==> src/rtl/ppa_bk_pipe_adder.sv <==
// ppa_bk_pipe_adder: pipelined Brent-Kung parallel-prefix adder/subtractor
// with a valid/ready stream interface and a multi-beat carry-chain mode.
// Optional build macro PPA_BK_OVF_EN adds a registered signed-overflow flag;
// without it out_ovf is tied to 0 and no overflow logic exists.
module ppa_bk_pipe_adder #(
  parameter int WIDTH  = 32,
  parameter int STAGES = 2
) (
  input  logic             clk,
  input  logic             rst_n,
  input  logic             in_valid,
  output logic             in_ready,
  input  logic [WIDTH-1:0] in_a,
  input  logic [WIDTH-1:0] in_b,
  input  logic             in_cin,
  input  logic             in_sub,
  input  logic             in_chain,
  output logic             out_valid,
  input  logic             out_ready,
  output logic [WIDTH-1:0] out_sum,
  output logic             out_cout,
  output logic             out_ovf
);

  // Up-sweep has LU levels, down-sweep LU-1; they are split over the
  // combinational segments that follow each intermediate register.
  localparam int LU   = (WIDTH > 1) ? $clog2(WIDTH) : 1;
  localparam int NLVL = 2 * LU - 1;
  localparam int NSEG = (STAGES > 1) ? STAGES - 1 : 1;
  localparam int NREG = (STAGES > 1) ? STAGES - 1 : 1;

  typedef struct packed {
    logic             v;
    logic             sub;
    logic             chain;
    logic             cin;
    logic [WIDTH-1:0] p;   // bitwise propagate, needed for the final sum
    logic [WIDTH-1:0] g;   // group generate being built up
    logic [WIDTH-1:0] gp;  // group propagate being built up
  } beat_t;

  // Distance between combined nodes on a given prefix level.
  function automatic int span_of(input int lvl);
    return (lvl < LU) ? (1 << lvl) : (1 << (2 * LU - 2 - lvl));
  endfunction

  // Applies Brent-Kung levels lo..hi-1 (up-sweep first, then down-sweep).
  // A node is rewritten only from nodes that are not targets on the same
  // level, so working from the previous level's copy is exact.
  function automatic beat_t apply_levels(input beat_t b, input int lo, input int hi);
    beat_t r;
    beat_t n;
    int    span;
    int    j;
    r = b;
    for (int l = 0; l < NLVL; l++) begin
      if (l >= lo && l < hi) begin
        span = span_of(l);
        n    = r;
        for (int i = 0; i < WIDTH; i++) begin
          j = i - span;
          if (j >= 0 && (((l < LU) && (((i + 1) % (2 * span)) == 0)) ||
                         ((l >= LU) && (((i + 1) % (2 * span)) == span)))) begin
            n.g[i]  = r.g[i] | (r.gp[i] & r.g[j]);
            n.gp[i] = r.gp[i] & r.gp[j];
          end
        end
        r = n;
      end
    end
    return r;
  endfunction

  beat_t            stage_reg [NREG];
  beat_t            seg_out [STAGES];
  beat_t            head_beat;
  beat_t            last_beat;
  logic [WIDTH-1:0] b_eff;
  logic             stall;
  logic             cin_eff;
  logic [WIDTH:0]   carry;
  logic [WIDTH-1:0] sum_next;
  logic             out_valid_reg;
  logic [WIDTH-1:0] out_sum_reg;
  logic             out_cout_reg;
  logic             chain_c_reg;

  // One global stall: the whole pipe freezes while the output is blocked.
  assign stall    = out_valid_reg && !out_ready;
  assign in_ready = !stall;

  // Operand conditioning, then the prefix levels owned by each segment.
  always_comb begin
    b_eff           = in_sub ? ~in_b : in_b;
    head_beat.v     = in_valid;
    head_beat.sub   = in_sub;
    head_beat.chain = in_chain;
    head_beat.cin   = in_cin;
    head_beat.p     = in_a ^ b_eff;
    head_beat.g     = in_a & b_eff;
    head_beat.gp    = in_a ^ b_eff;
    seg_out[0]      = apply_levels(head_beat, 0, (STAGES == 1) ? NLVL : 0);
    for (int k = 1; k < STAGES; k++) begin
      seg_out[k] = apply_levels(stage_reg[k-1], ((k - 1) * NLVL) / NSEG, (k * NLVL) / NSEG);
    end
  end

  // Last stage: prefixes were formed with carry-in 0, so the real carry-in
  // is injected through each bit's group propagate.
  assign last_beat = seg_out[STAGES-1];
  assign cin_eff   = last_beat.chain ? chain_c_reg : (last_beat.sub ? 1'b1 : last_beat.cin);
  assign carry[0]  = cin_eff;

  genvar gi;
  generate
    for (gi = 0; gi < WIDTH; gi++) begin : g_carry
      assign carry[gi+1] = last_beat.g[gi] | (last_beat.gp[gi] & cin_eff);
    end
  endgenerate

  assign sum_next = carry[WIDTH-1:0] ^ last_beat.p;

  // Intermediate pipeline registers, held as a block during a stall.
  always_ff @(posedge clk) begin
    if (!rst_n) begin
      for (int k = 0; k < NREG; k++) stage_reg[k] <= '0;
    end else if (!stall && (STAGES > 1)) begin
      for (int k = 0; k < NREG; k++) stage_reg[k] <= seg_out[k];
    end
  end

  // Output register; the chain carry follows each beat as it is written,
  // so consumer stalls never disturb the chained carry order.
  always_ff @(posedge clk) begin
    if (!rst_n) begin
      out_valid_reg <= 1'b0;
      out_sum_reg   <= '0;
      out_cout_reg  <= 1'b0;
      chain_c_reg   <= 1'b0;
    end else if (!stall) begin
      out_valid_reg <= last_beat.v;
      if (last_beat.v) begin
        out_sum_reg  <= sum_next;
        out_cout_reg <= carry[WIDTH];
        chain_c_reg  <= carry[WIDTH];
      end
    end
  end

  assign out_valid = out_valid_reg;
  assign out_sum   = out_sum_reg;
  assign out_cout  = out_cout_reg;

`ifdef PPA_BK_OVF_EN
  logic out_ovf_reg;

  // Signed overflow of the same beat, aligned with out_sum.
  always_ff @(posedge clk) begin
    if (!rst_n) begin
      out_ovf_reg <= 1'b0;
    end else if (!stall && last_beat.v) begin
      out_ovf_reg <= carry[WIDTH] ^ carry[WIDTH-1];
    end
  end

  assign out_ovf = out_ovf_reg;
`else
  assign out_ovf = 1'b0;
`endif

endmodule
==> config.mk <==
export PLATFORM = sky130hd
export DESIGN_NAME = ppa_bk_pipe_adder
export DESIGN_NICKNAME = d
export VERILOG_FILES = /design/src/rtl/ppa_bk_pipe_adder.sv
export SDC_FILE = /design/constraint.sdc
export NUM_CORES = 1
export LEC_CHECK = 0
export ABC_AREA = 1
export ABC_CLOCK_PERIOD_IN_PS = 7750
export BUFFER_PORTS_ARGS = -buffer_cell sky130_fd_sc_hd__buf_2
export CORE_UTILIZATION = 60
export CTS_BUF_LIST = sky130_fd_sc_hd__clkbuf_16
export DETAILED_ROUTE_END_ITERATION = 7
export GPL_TIMING_DRIVEN = 0
export PLACE_DENSITY_LB_ADDON = 0.2
export SLEW_MARGIN = 20
export SYNTH_ARGS = -nofsm -noshare
export SYNTH_HDL_FRONTEND = slang
export SYNTH_SLANG_ARGS = --single-unit
==> constraint.sdc <==
create_clock -name clk -period 7.75 [get_ports clk]
set_input_delay 0.775 -clock clk [delete_from_list [all_inputs] [get_ports clk]]
set_output_delay 0.775 -clock clk [all_outputs]
set_load 0.05 [all_outputs]
==> results of run 1 <==
## per-stage QoR
stage / instances / power, mW / utilization, % / hold slack, ns
floorplan: 637 / 0.883 / - / 0.485
global placement: 849 / 0.956 / 70.4 / 0.492
detailed placement: 850 / 0.971 / 70.9 / 0.505
CTS: 866 / 1.39 / 74.1 / 0.519
global route: 866 / 1.45 / 74.1 / 0.555
finish: 866 / 1.38 / 74.1 / 0.519
## layout make-up
type | count | area, um^2
buffer | 22 | 88.8
clock buffer | 9 | 225
clock inverter | 7 | 57.6
fill | 673 | 2300
inverter | 128 | 480
multi-input combinational | 385 | 2290
sequential | 102 | 2720
tap | 108 | 135
timing repair buffer | 105 | 548
## power by group through the flow
stage	combinational [mW]	clock [mW]	sequential, mW
floorplan	0.153	0	0.730
global placement	0.276	0	0.680
finish	0.290	0.423	0.671
global route	0.324	0.449	0.676
CTS	0.290	0.427	0.670
detailed placement	0.289	0	0.682
## Yosys cell counts, drive strengths merged
| cell | count | area share, % |
|---|---|---|
| nor2 | 127 | 9.0 |
| dfxtp | 34 | 12 |
| o21ai | 31 | 2.8 |
| nor3 | 1 | 0.29 |
| clkbuf | 18 | 1.2 |
| ha | 33 | 7.4 |
| and3 | 1 | 0.11 |
| nand3 | 16 | 1.7 |
| edfxtp | 68 | 37 |
| o211ai | 4 | 0.54 |
| nand2 | 73 | 5.9 |
| a21o | 1 | 0.13 |
| inv | 128 | 8.6 |
| buf | 4 | 0.38 |
| or2 | 1 | 0.11 |
| a21oi | 32 | 2.9 |
| conb | 1 | 0.067 |
| o21bai | 6 | 0.94 |
| xor2 | 54 | 8.5 |
| xnor2 | 2 | 0.31 |
| nand4 | 1 | 0.11 |
| a221oi | 1 | 0.16 |
## worst paths after layout
| path | from | slack, ns | end |
|---|---|---|---|
| worst min register to register | out_sum[0]$_SDFFE_PN0P_ | 0.52 | out_sum[0]$_SDFFE_PN0P_ |
| worst max-delay path | out_ready | 5.49 | out_sum[26]$_SDFFE_PN0P_ |
| worst max register to register | out_valid$_SDFFE_PN0N_ | 5.71 | out_sum[26]$_SDFFE_PN0P_ |
| worst min-delay path | out_sum[0]$_SDFFE_PN0P_ | 0.52 | out_sum[0]$_SDFFE_PN0P_ |
## per-layer routing
metal  vias up  GRT usage, %
met5         -             0
met4         0          10.1
met3        23          4.51
met2       146          48.8
met1      1969          30.0
li1       2212             -
## cells by family (layout without fill, tap and decap cells)
| family | after synthesis | after routing |
|---|---|---|
| buf+inv | 150 | 271 |
| simple gates | 220 | 220 |
| other cells | 1 | 1 |
| fa+ha+maj | 33 | 33 |
| xor+xnor | 56 | 56 |
| compound gates | 75 | 75 |
| flops | 102 | 102 |
## worst max-delay path: stages
cell and delay, ns:
buf_2 0.08, inv_1 0.07, nand2_1 0.17, nand2_1 0.11, inv_1 0.10, clkbuf_1 0.37, clkbuf_1 0.55, o21ai_1 0.14
nand2_1 0.10, inv_1 0.04
==> results.sh, run 1 <==
export IMPL_status="finished, violations left"
export IMPL_violations="design-rule violations"
export IMPL_post_cts_buffers=0
export IMPL_slew_viol_final=0
export IMPL_peakVddDrop_v=0.000113
export IMPL_drv_cap=0
export IMPL_yosys_mux_area_fraction_pct=0
export IMPL_cts_sinks=102
export IMPL_area_growth_pct=17.6
export IMPL_placed_cell_area_um2=6270
export IMPL_synth_fp_nets=741
export IMPL_num_antenna_cells=0
export IMPL_drive_gt1_share_pct=20.4
export IMPL_coreArea_um2=8850
export IMPL_ys_ff_latch=102
export IMPL_met1_length_um=4790
export IMPL_p_leak_nw=3.47
export IMPL_synth_top_family_by_area="simple AND/OR/NAND/NOR gates"
export IMPL_final_cell_mix="122 x nor2_1, 122 x inv_1, 106 x buf_2"
export IMPL_die_h_um=98.4
export IMPL_first_global_vias=4408
export IMPL_start_util_pct=63.0
export IMPL_period_share_pct=29.2
export IMPL_synthDistinctLibCells=32
export IMPL_p_per_area_nw_per_um2=211
export IMPL_relSlewSlack_pct=53.4
export IMPL_drtPass1Iterations=8
export IMPL_h_tree_depth=3
export IMPL_synthXorXnorAreaFrac_pct=8.80
export IMPL_drc=5
export IMPL_die_area_um2=9680
export IMPL_crit_type="primary input to flop"
export IMPL_synth_cells=637
export IMPL_p_int_mw=0.955
export IMPL_met2_length_um=6120
export IMPL_layout_min_cycle_time_ns=2.26
export IMPL_p_comb_share_pct=21.0
export IMPL_switching_power_mw=0.428
export IMPL_grt_max_degree=57
export IMPL_hold_viol=0
export IMPL_fin_ws_ns=5.49
export IMPL_routedWlPerCell_um=13.8
export IMPL_wl_met3_um=759
export IMPL_synthesis_area_um2=5570
export IMPL_clockPowerShare_pct=30.6
export IMPL_ctsHoldBuffers=0
export IMPL_gr_total_overflow=0
export IMPL_antenna_found_initial=0
export IMPL_nNetsFinal=857
export IMPL_setup_tns_ns=0
export IMPL_ant_nets=0
export IMPL_yosys_warnings=0
export IMPL_synthSimpleGateAreaFrac_pct=17.2
export IMPL_p_seq_share_pct=48.5
export IMPL_rows=34
export IMPL_vias=4350
export IMPL_hold_class="flop to flop"
export IMPL_numCtsBuffers=9
export IMPL_critPathCaptureType="flop"
export IMPL_clk_pin_slew_ns=0.07
export IMPL_clock_path_buffers=2
export IMPL_hpwlAfterDp_um=8980
export IMPL_synthAdderAreaFrac_pct=7.41
export IMPL_root_buffer="clkbuf_16"
export IMPL_wl_um=11900
export IMPL_synth_compound_area_share_pct=7.43
export IMPL_rsz0062_at_grt="false"
export IMPL_r2r_cells=8
export IMPL_post_cts_resized=0
export IMPL_worstSkewPairLatency_ns=0.34
export IMPL_min_path_cells=2
export IMPL_first_iter_violations=272
export IMPL_required_ns=7.99
export IMPL_grtUsageTotal_pct=26.3
export IMPL_globalplace_congestion=0.838
export IMPL_portBuffers=104
export IMPL_vias_per_cell=5.02
export IMPL_cp_start_kind="primary input"
export IMPL_finalInstanceArea_um2=6550
export IMPL_dieWidth_um=98.4
export IMPL_largest_reg_flops=68
export IMPL_boundaryPins=107
export IMPL_finalClockSkew_ns=0.00872
export IMPL_preCtsSetupSlack_ns=5.18
export IMPL_top_layer="met4"
export IMPL_fmax_mhz=442
export IMPL_setup_violations_final=0
export IMPL_yosysSeqAreaShare_pct=48.8
export IMPL_syn_avg_cell_area_um2=8.75
export IMPL_worstPathArrival_ns=2.50
export IMPL_swShare_pct=30.9
export IMPL_cp_max_fo=10
export IMPL_grt_pass1_wl_um=19700
export IMPL_tightest_slew_ns=0.699
export IMPL_cts_tree="done"
No activity file was read; power rests on OpenSTA's default activity.
==> run 2, diff against run 1 <==
--- a/config.mk
+++ b/config.mk
@@ -6,9 +6,9 @@
 export NUM_CORES = 1
 export LEC_CHECK = 0
 export ABC_AREA = 1
-export ABC_CLOCK_PERIOD_IN_PS = 7750
+export ABC_CLOCK_PERIOD_IN_PS = 2300
 export BUFFER_PORTS_ARGS = -buffer_cell sky130_fd_sc_hd__buf_2
-export CORE_UTILIZATION = 60
+export CORE_UTILIZATION = 56
 export CTS_BUF_LIST = sky130_fd_sc_hd__clkbuf_16
 export DETAILED_ROUTE_END_ITERATION = 7
 export GPL_TIMING_DRIVEN = 0
==> constraint.sdc (replaced) <==
create_clock -name clk -period 2.3 [get_ports clk]
set_input_delay 0.23 -clock clk [delete_from_list [all_inputs] [get_ports clk]]
set_output_delay 0.23 -clock clk [all_outputs]
set_load 0.05 [all_outputs]
==> run 2 against run 1 <==
  * The run now ends clean
  * Global-route usage is 1.4 points lower
  * Sequential share of layout area hardly changed
  * Routed wire length is 1.6% higher
  * Core utilization is 6.7 points lower
  * Final cell count is 2.8% higher
==> results.sh, run 2 (synthesis gave the netlist of run 1 again) <==
export IMPL_status="complete, no violations"
export IMPL_slew_viol_final=0
export IMPL_gr_total_overflow=0
export IMPL_rsz0062_at_grt="false"
export IMPL_finalClockSkew_ns=0.00824
export IMPL_coreArea_um2=9730
export IMPL_vias=4434
export IMPL_crit_type="flop to flop"
export IMPL_period_share_pct=94.8
export IMPL_post_cts_resized=0
export IMPL_numCtsBuffers=9
export IMPL_instances_no_fill=890
export IMPL_setup_tns_ns=0
export IMPL_relSlewSlack_pct=35.8
export IMPL_num_antenna_cells=0
export IMPL_ctsHoldBuffers=0
export IMPL_hold_viol=0
export IMPL_r2r_cells=8
export IMPL_crit_path_max_incr_delay_ns=0.50
export IMPL_dp_cells=874
export IMPL_power_total_mw=4.68
export IMPL_dieWidth_um=102
export IMPL_final_cell_mix="122 x nor2_1, 122 x inv_1, 106 x buf_2"
export IMPL_critPathCaptureType="flop"
export IMPL_h_tree_depth=3
export IMPL_cp_max_fo=10
export IMPL_first_global_vias=4275
export IMPL_hpwlAfterDp_um=8740
export IMPL_first_iter_violations=197
export IMPL_peakVddDrop_v=0.000418
export IMPL_portBuffers=104
export IMPL_cts_sinks=102
export IMPL_worstPathArrival_ns=2.41
export IMPL_min_path_cells=3
export IMPL_hold_class="primary input to flop"
export IMPL_slowest_stage="clkbuf_1"
export IMPL_routedWlPerCell_um=13.6
export IMPL_layout_min_cycle_time_ns=2.18
export IMPL_p_per_area_nw_per_um2=714
export IMPL_setup_violations_final=0
export IMPL_globalplace_congestion=0.883
export IMPL_clock_path_buffers=2
export IMPL_largest_reg_flops=68
export IMPL_ant_nets=0
export IMPL_cp_start_kind="flop"
export IMPL_drv_cap=0
export IMPL_grt_pass1_wl_um=19500
export IMPL_drc=0
export IMPL_drive_gt1_share_pct=20.5
export IMPL_grt_max_degree=69
export IMPL_worstSkewPairLatency_ns=0.34
export IMPL_rows=36
export IMPL_drtPass1Iterations=7
export IMPL_die_area_um2=10400
export IMPL_tightest_slew_ns=0.963
export IMPL_die_h_um=102
export IMPL_fmax_mhz=459
export IMPL_vias_per_cell=4.98
export IMPL_preCtsSetupSlack_ns=-0.0972
export IMPL_area_growth_pct=17.6
export IMPL_wl_um=12100
export IMPL_fin_ws_ns=0.120
export IMPL_boundaryPins=107
export IMPL_root_buffer="clkbuf_16"
export IMPL_antenna_found_initial=0
export IMPL_path_cells="nand2_1 > nand2_1 > inv_1 > clkbuf_1 > clkbuf_1 > o21ai_0 > o211ai_1 > inv_1"
export IMPL_nNetsFinal=856
export IMPL_start_util_pct=57.3
export IMPL_p_leak_nw=3.44
export IMPL_grtUsageTotal_pct=24.9
export IMPL_clk_pin_slew_ns=0.07
export IMPL_required_ns=2.53
export IMPL_cts_tree="done"
export IMPL_post_cts_buffers=0
==> run 2: critical path: cells and delay by family, from the launching register on <==
kind | cells | cell delay [ns]
compound gates | 2 | 0.40
buf+inv | 4 | 1.02
flops | 1 | 0.36
simple gates | 2 | 0.29
==> run 2: layout make-up <==
class | instances | area [um^2]
Clock buffer | 9 | 225
Multi-Input combinational cell | 385 | 2290
Buffer | 22 | 88.8
Sequential cell | 102 | 2720
Fill cell | 850 | 3170
Inverter | 128 | 480
Tap cell | 133 | 166
Clock inverter | 7 | 57.6
Timing Repair Buffer | 104 | 520
==> run 2: final timing paths <==
check / start / slack, ns / endpoint
worst min-delay path: in_cin / 0.21 / stage_reg[0][96]$_SDFFCE_PN0P_
worst max register to register: out_valid$_SDFFE_PN0N_ / 0.12 / out_sum[18]$_SDFFE_PN0P_
worst min register to register: out_sum[14]$_SDFFE_PN0P_ / 0.51 / out_sum[14]$_SDFFE_PN0P_
worst max-delay path: out_valid$_SDFFE_PN0N_ / 0.12 / out_sum[18]$_SDFFE_PN0P_
==> run 2: report_power, final <==
group	internal [mW]	switching, mW	total [mW]
clock	0.749	0.698	1.45
combinational	0.326	0.651	0.977
sequential	2.14	0.118	2.26
==> run 2: metal layers <==
layer,share of wire (%),track usage (%),wire (um)
met1,41,30.8,4940
met2,51,43.8,6170
met3,5.9,2.90,720
met4,2.4,11.0,286
met5,0,0,0
==> run 2: metrics by stage <==
step	utilization (%)	hold WS (ns)	area [um^2]
4_1_cts	67.4	0.208	6560
2_1_floorplan	-	0.368	5590
3_5_place_dp	64.5	0.491	6270
6_report	67.4	0.206	6560
5_1_grt	67.4	0.213	6560
3_3_place_gp	64.5	0.489	6270
==> run 3, diff against run 2 <==
--- a/config.mk
+++ b/config.mk
@@ -6,9 +6,9 @@
 export NUM_CORES = 1
 export LEC_CHECK = 0
 export ABC_AREA = 1
-export ABC_CLOCK_PERIOD_IN_PS = 2300
+export ABC_CLOCK_PERIOD_IN_PS = 2500
 export BUFFER_PORTS_ARGS = -buffer_cell sky130_fd_sc_hd__buf_2
-export CORE_UTILIZATION = 56
+export CORE_UTILIZATION = 45
 export CTS_BUF_LIST = sky130_fd_sc_hd__clkbuf_16
 export DETAILED_ROUTE_END_ITERATION = 7
 export GPL_TIMING_DRIVEN = 0
==> constraint.sdc (replaced) <==
create_clock -name clk -period 2.5 [get_ports clk]
set_input_delay 0.25 -clock clk [delete_from_list [all_inputs] [get_ports clk]]
set_output_delay 0.25 -clock clk [all_outputs]
set_load 0.05 [all_outputs]
==> run 3 against run 2 <==
  * Clock-buffer cell count unchanged
  * Global-route usage fell by 5.2 points
  * Sequential power down 8%
  * Via count down 3.8%
  * Clock power decreased by 8%
  * Die area increased by 24%
  * Core utilization shrank 12 points
  * Sequential cell count is the same
  * Hold slack improved by 0.026 ns
  * Design area up 1.1%
  * Worst setup slack better by 0.30 ns
  * Highest routed layer unchanged
==> results.sh, run 3 (synthesis gave the netlist of run 1 again) <==
export IMPL_p_comb_share_pct=20.6
export IMPL_top_layer="met4"
export IMPL_worstPathArrival_ns=2.32
export IMPL_first_iter_violations=174
export IMPL_fmax_mhz=480
export IMPL_wl_um=11800
export IMPL_utilization_pct=54.9
export IMPL_cp_max_fo=10
export IMPL_dieWidth_um=113
export IMPL_grtUsageTotal_pct=19.7
export IMPL_final_common_cell="inv_1"
export IMPL_r2r_cells=8
export IMPL_ctsHoldBuffers=0
export IMPL_relSlewSlack_pct=54.2
export IMPL_hpwlAfterDp_um=8820
export IMPL_area_growth_pct=18.9
export IMPL_slew_viol_final=0
export IMPL_hold_class="primary input to flop"
export IMPL_min_path_cells=3
export IMPL_rows=40
export IMPL_p_int_mw=3.03
export IMPL_setup_tns_ns=0
export IMPL_period_share_pct=83.3
export IMPL_final_cell_mix="123 x inv_1, 122 x nor2_1, 106 x buf_2"
export IMPL_vias=4265
export IMPL_switching_power_mw=1.28
export IMPL_wl_met3_um=715
export IMPL_clock_path_buffers=2
export IMPL_cp_start_kind="flop"
export IMPL_finalInstanceArea_um2=6630
export IMPL_start_util_pct=46.2
export IMPL_p_leak_nw=3.47
export IMPL_preCtsSetupSlack_ns=0.414
export IMPL_layout_min_cycle_time_ns=2.08
export IMPL_reg2reg_setup_slack_ns=0.42
export IMPL_peakVddDrop_v=0.000337
export IMPL_r2r_start="out_valid$_SDFFE_PN0N_"
export IMPL_p_per_area_nw_per_um2=651
export IMPL_post_cts_resized=0
export IMPL_cp_startpoint="out_valid$_SDFFE_PN0N_"
export IMPL_die_h_um=113
export IMPL_tightest_slew_ns=0.687
export IMPL_met2_length_um=5730
export IMPL_drive_gt1_share_pct=20.2
export IMPL_power_total_mw=4.31
export IMPL_globalplace_congestion=0.852
export IMPL_crit_type="flop to flop"
export IMPL_boundaryPins=107
export IMPL_fin_ws_ns=0.418
export IMPL_coreArea_um2=12100
export IMPL_num_antenna_cells=0
export IMPL_worstSkewPairLatency_ns=0.34
export IMPL_p_seq_share_pct=48.2
export IMPL_status="complete, no violations"
export IMPL_vias_per_cell=4.61
export IMPL_largest_reg_flops=68
export IMPL_clockPowerShare_pct=31.2
export IMPL_setup_violations_final=0
export IMPL_critPathCaptureType="flop"
export IMPL_post_cts_buffers=0
export IMPL_required_ns=2.73
export IMPL_drv_cap=0
export IMPL_cts_tree="done"
export IMPL_first_global_vias=4213
export IMPL_root_buffer="clkbuf_16"
export IMPL_placed_cell_area_um2=6340
export IMPL_r2r_end="out_sum[23]$_SDFFE_PN0P_"
export IMPL_grt_max_degree=54
export IMPL_grt_pass1_wl_um=19300
export IMPL_met1_length_um=5040
export IMPL_hold_viol=0
export IMPL_clk_pin_slew_ns=0.07
export IMPL_h_tree_depth=3
export IMPL_worstHoldEndpoint="stage_reg[0][96]$_SDFFCE_PN0P_"
export IMPL_rsz0062_at_grt="false"
export IMPL_nNetsFinal=857
export IMPL_finalClockSkew_ns=0.00511
export IMPL_cts_sinks=102
export IMPL_routedWlPerCell_um=12.8
export IMPL_portBuffers=104
export IMPL_drtPass1Iterations=4
export IMPL_numCtsBuffers=9
export IMPL_die_area_um2=12800
export IMPL_antenna_found_initial=0
export IMPL_drc=0
export IMPL_swShare_pct=29.6
export IMPL_gr_total_overflow=0
export IMPL_ant_nets=0
export IMPL_holdCritStartpoint="in_cin"
-- run 3: cell types whose count changed in the layout (fill, tap and decap cells not counted) --
| cell | change |
|---|---|
| clkinv_1 | +2 |
| clkinv_2 | +2 |
| clkinvlp_4 | -2 |
| inv_6 | -2 |
| buf_16 | +1 |
| bufinv_16 | +1 |
| clkinv_4 | -1 |
| inv_1 | +1 |
| inv_8 | -1 |
-- run 3: stage by stage --
| stage | hold slack, ns | cells |
|---|---|---|
| final | 0.232 | 926 |
| after global routing | 0.255 | 926 |
| after CTS | 0.232 | 926 |
| after detailed placement | 0.514 | 910 |
| after global placement | 0.499 | 909 |
| after floorplan | 0.388 | 637 |
-- run 3: power groups by stage --
stage | clock network [mW] | logic [mW] | registers (mW)
3_5_place_dp | 0 | 0.895 | 2.11
3_3_place_gp | 0 | 0.870 | 2.11
5_1_grt | 1.42 | 1.00 | 2.10
2_1_floorplan | 0 | 0.475 | 2.26
4_1_cts | 1.36 | 0.900 | 2.08
6_report | 1.34 | 0.889 | 2.08
-- run 3: area by class of cell --
cell class | count | area (um^2)
sequential | 102 | 2720
fill | 1101 | 5440
clock inverter | 7 | 56.3
timing repair buffer | 105 | 548
tap | 168 | 210
clock buffer | 9 | 225
buffer | 22 | 88.8
inverter | 128 | 480
multi-input combinational | 385 | 2290
-- run 3: worst max path at each step --
stage / endpoint / slack, ns / cells after the start
2_1_floorplan: stage_reg[0][31]$_SDFFCE_PN0P_ / 0.16 / 1
3_3_place_gp: stage_reg[0][39]$_SDFFCE_PN0P_ / -0.69 / 3
3_5_place_dp: stage_reg[0][97]$_SDFFCE_PN0P_ / 0.41 / 7
4_1_cts: out_sum[23]$_SDFFE_PN0P_ / 0.42 / 8
5_1_grt: out_sum[19]$_SDFFE_PN0P_ / 0.25 / 7
6_report: out_sum[23]$_SDFFE_PN0P_ / 0.42 / 8
-- run 3: worst max-delay path, cell delays in order (launching register included) --
cell,delay (ns)
dfxtp_1,0.35
nand2_1,0.19
nand2_1,0.11
inv_1,0.08
clkbuf_1,0.37
clkbuf_1,0.56
nand2_1,0.14
nor2_1,0.12
nor2_1,0.04
-- run 3: routing by layer --
layer,vias to the layer above,GRT usage [%]
met5,-,0
met4,0,8.42
met3,21,4.45
met2,116,34.2
met1,1917,23.6
li1,2211,-
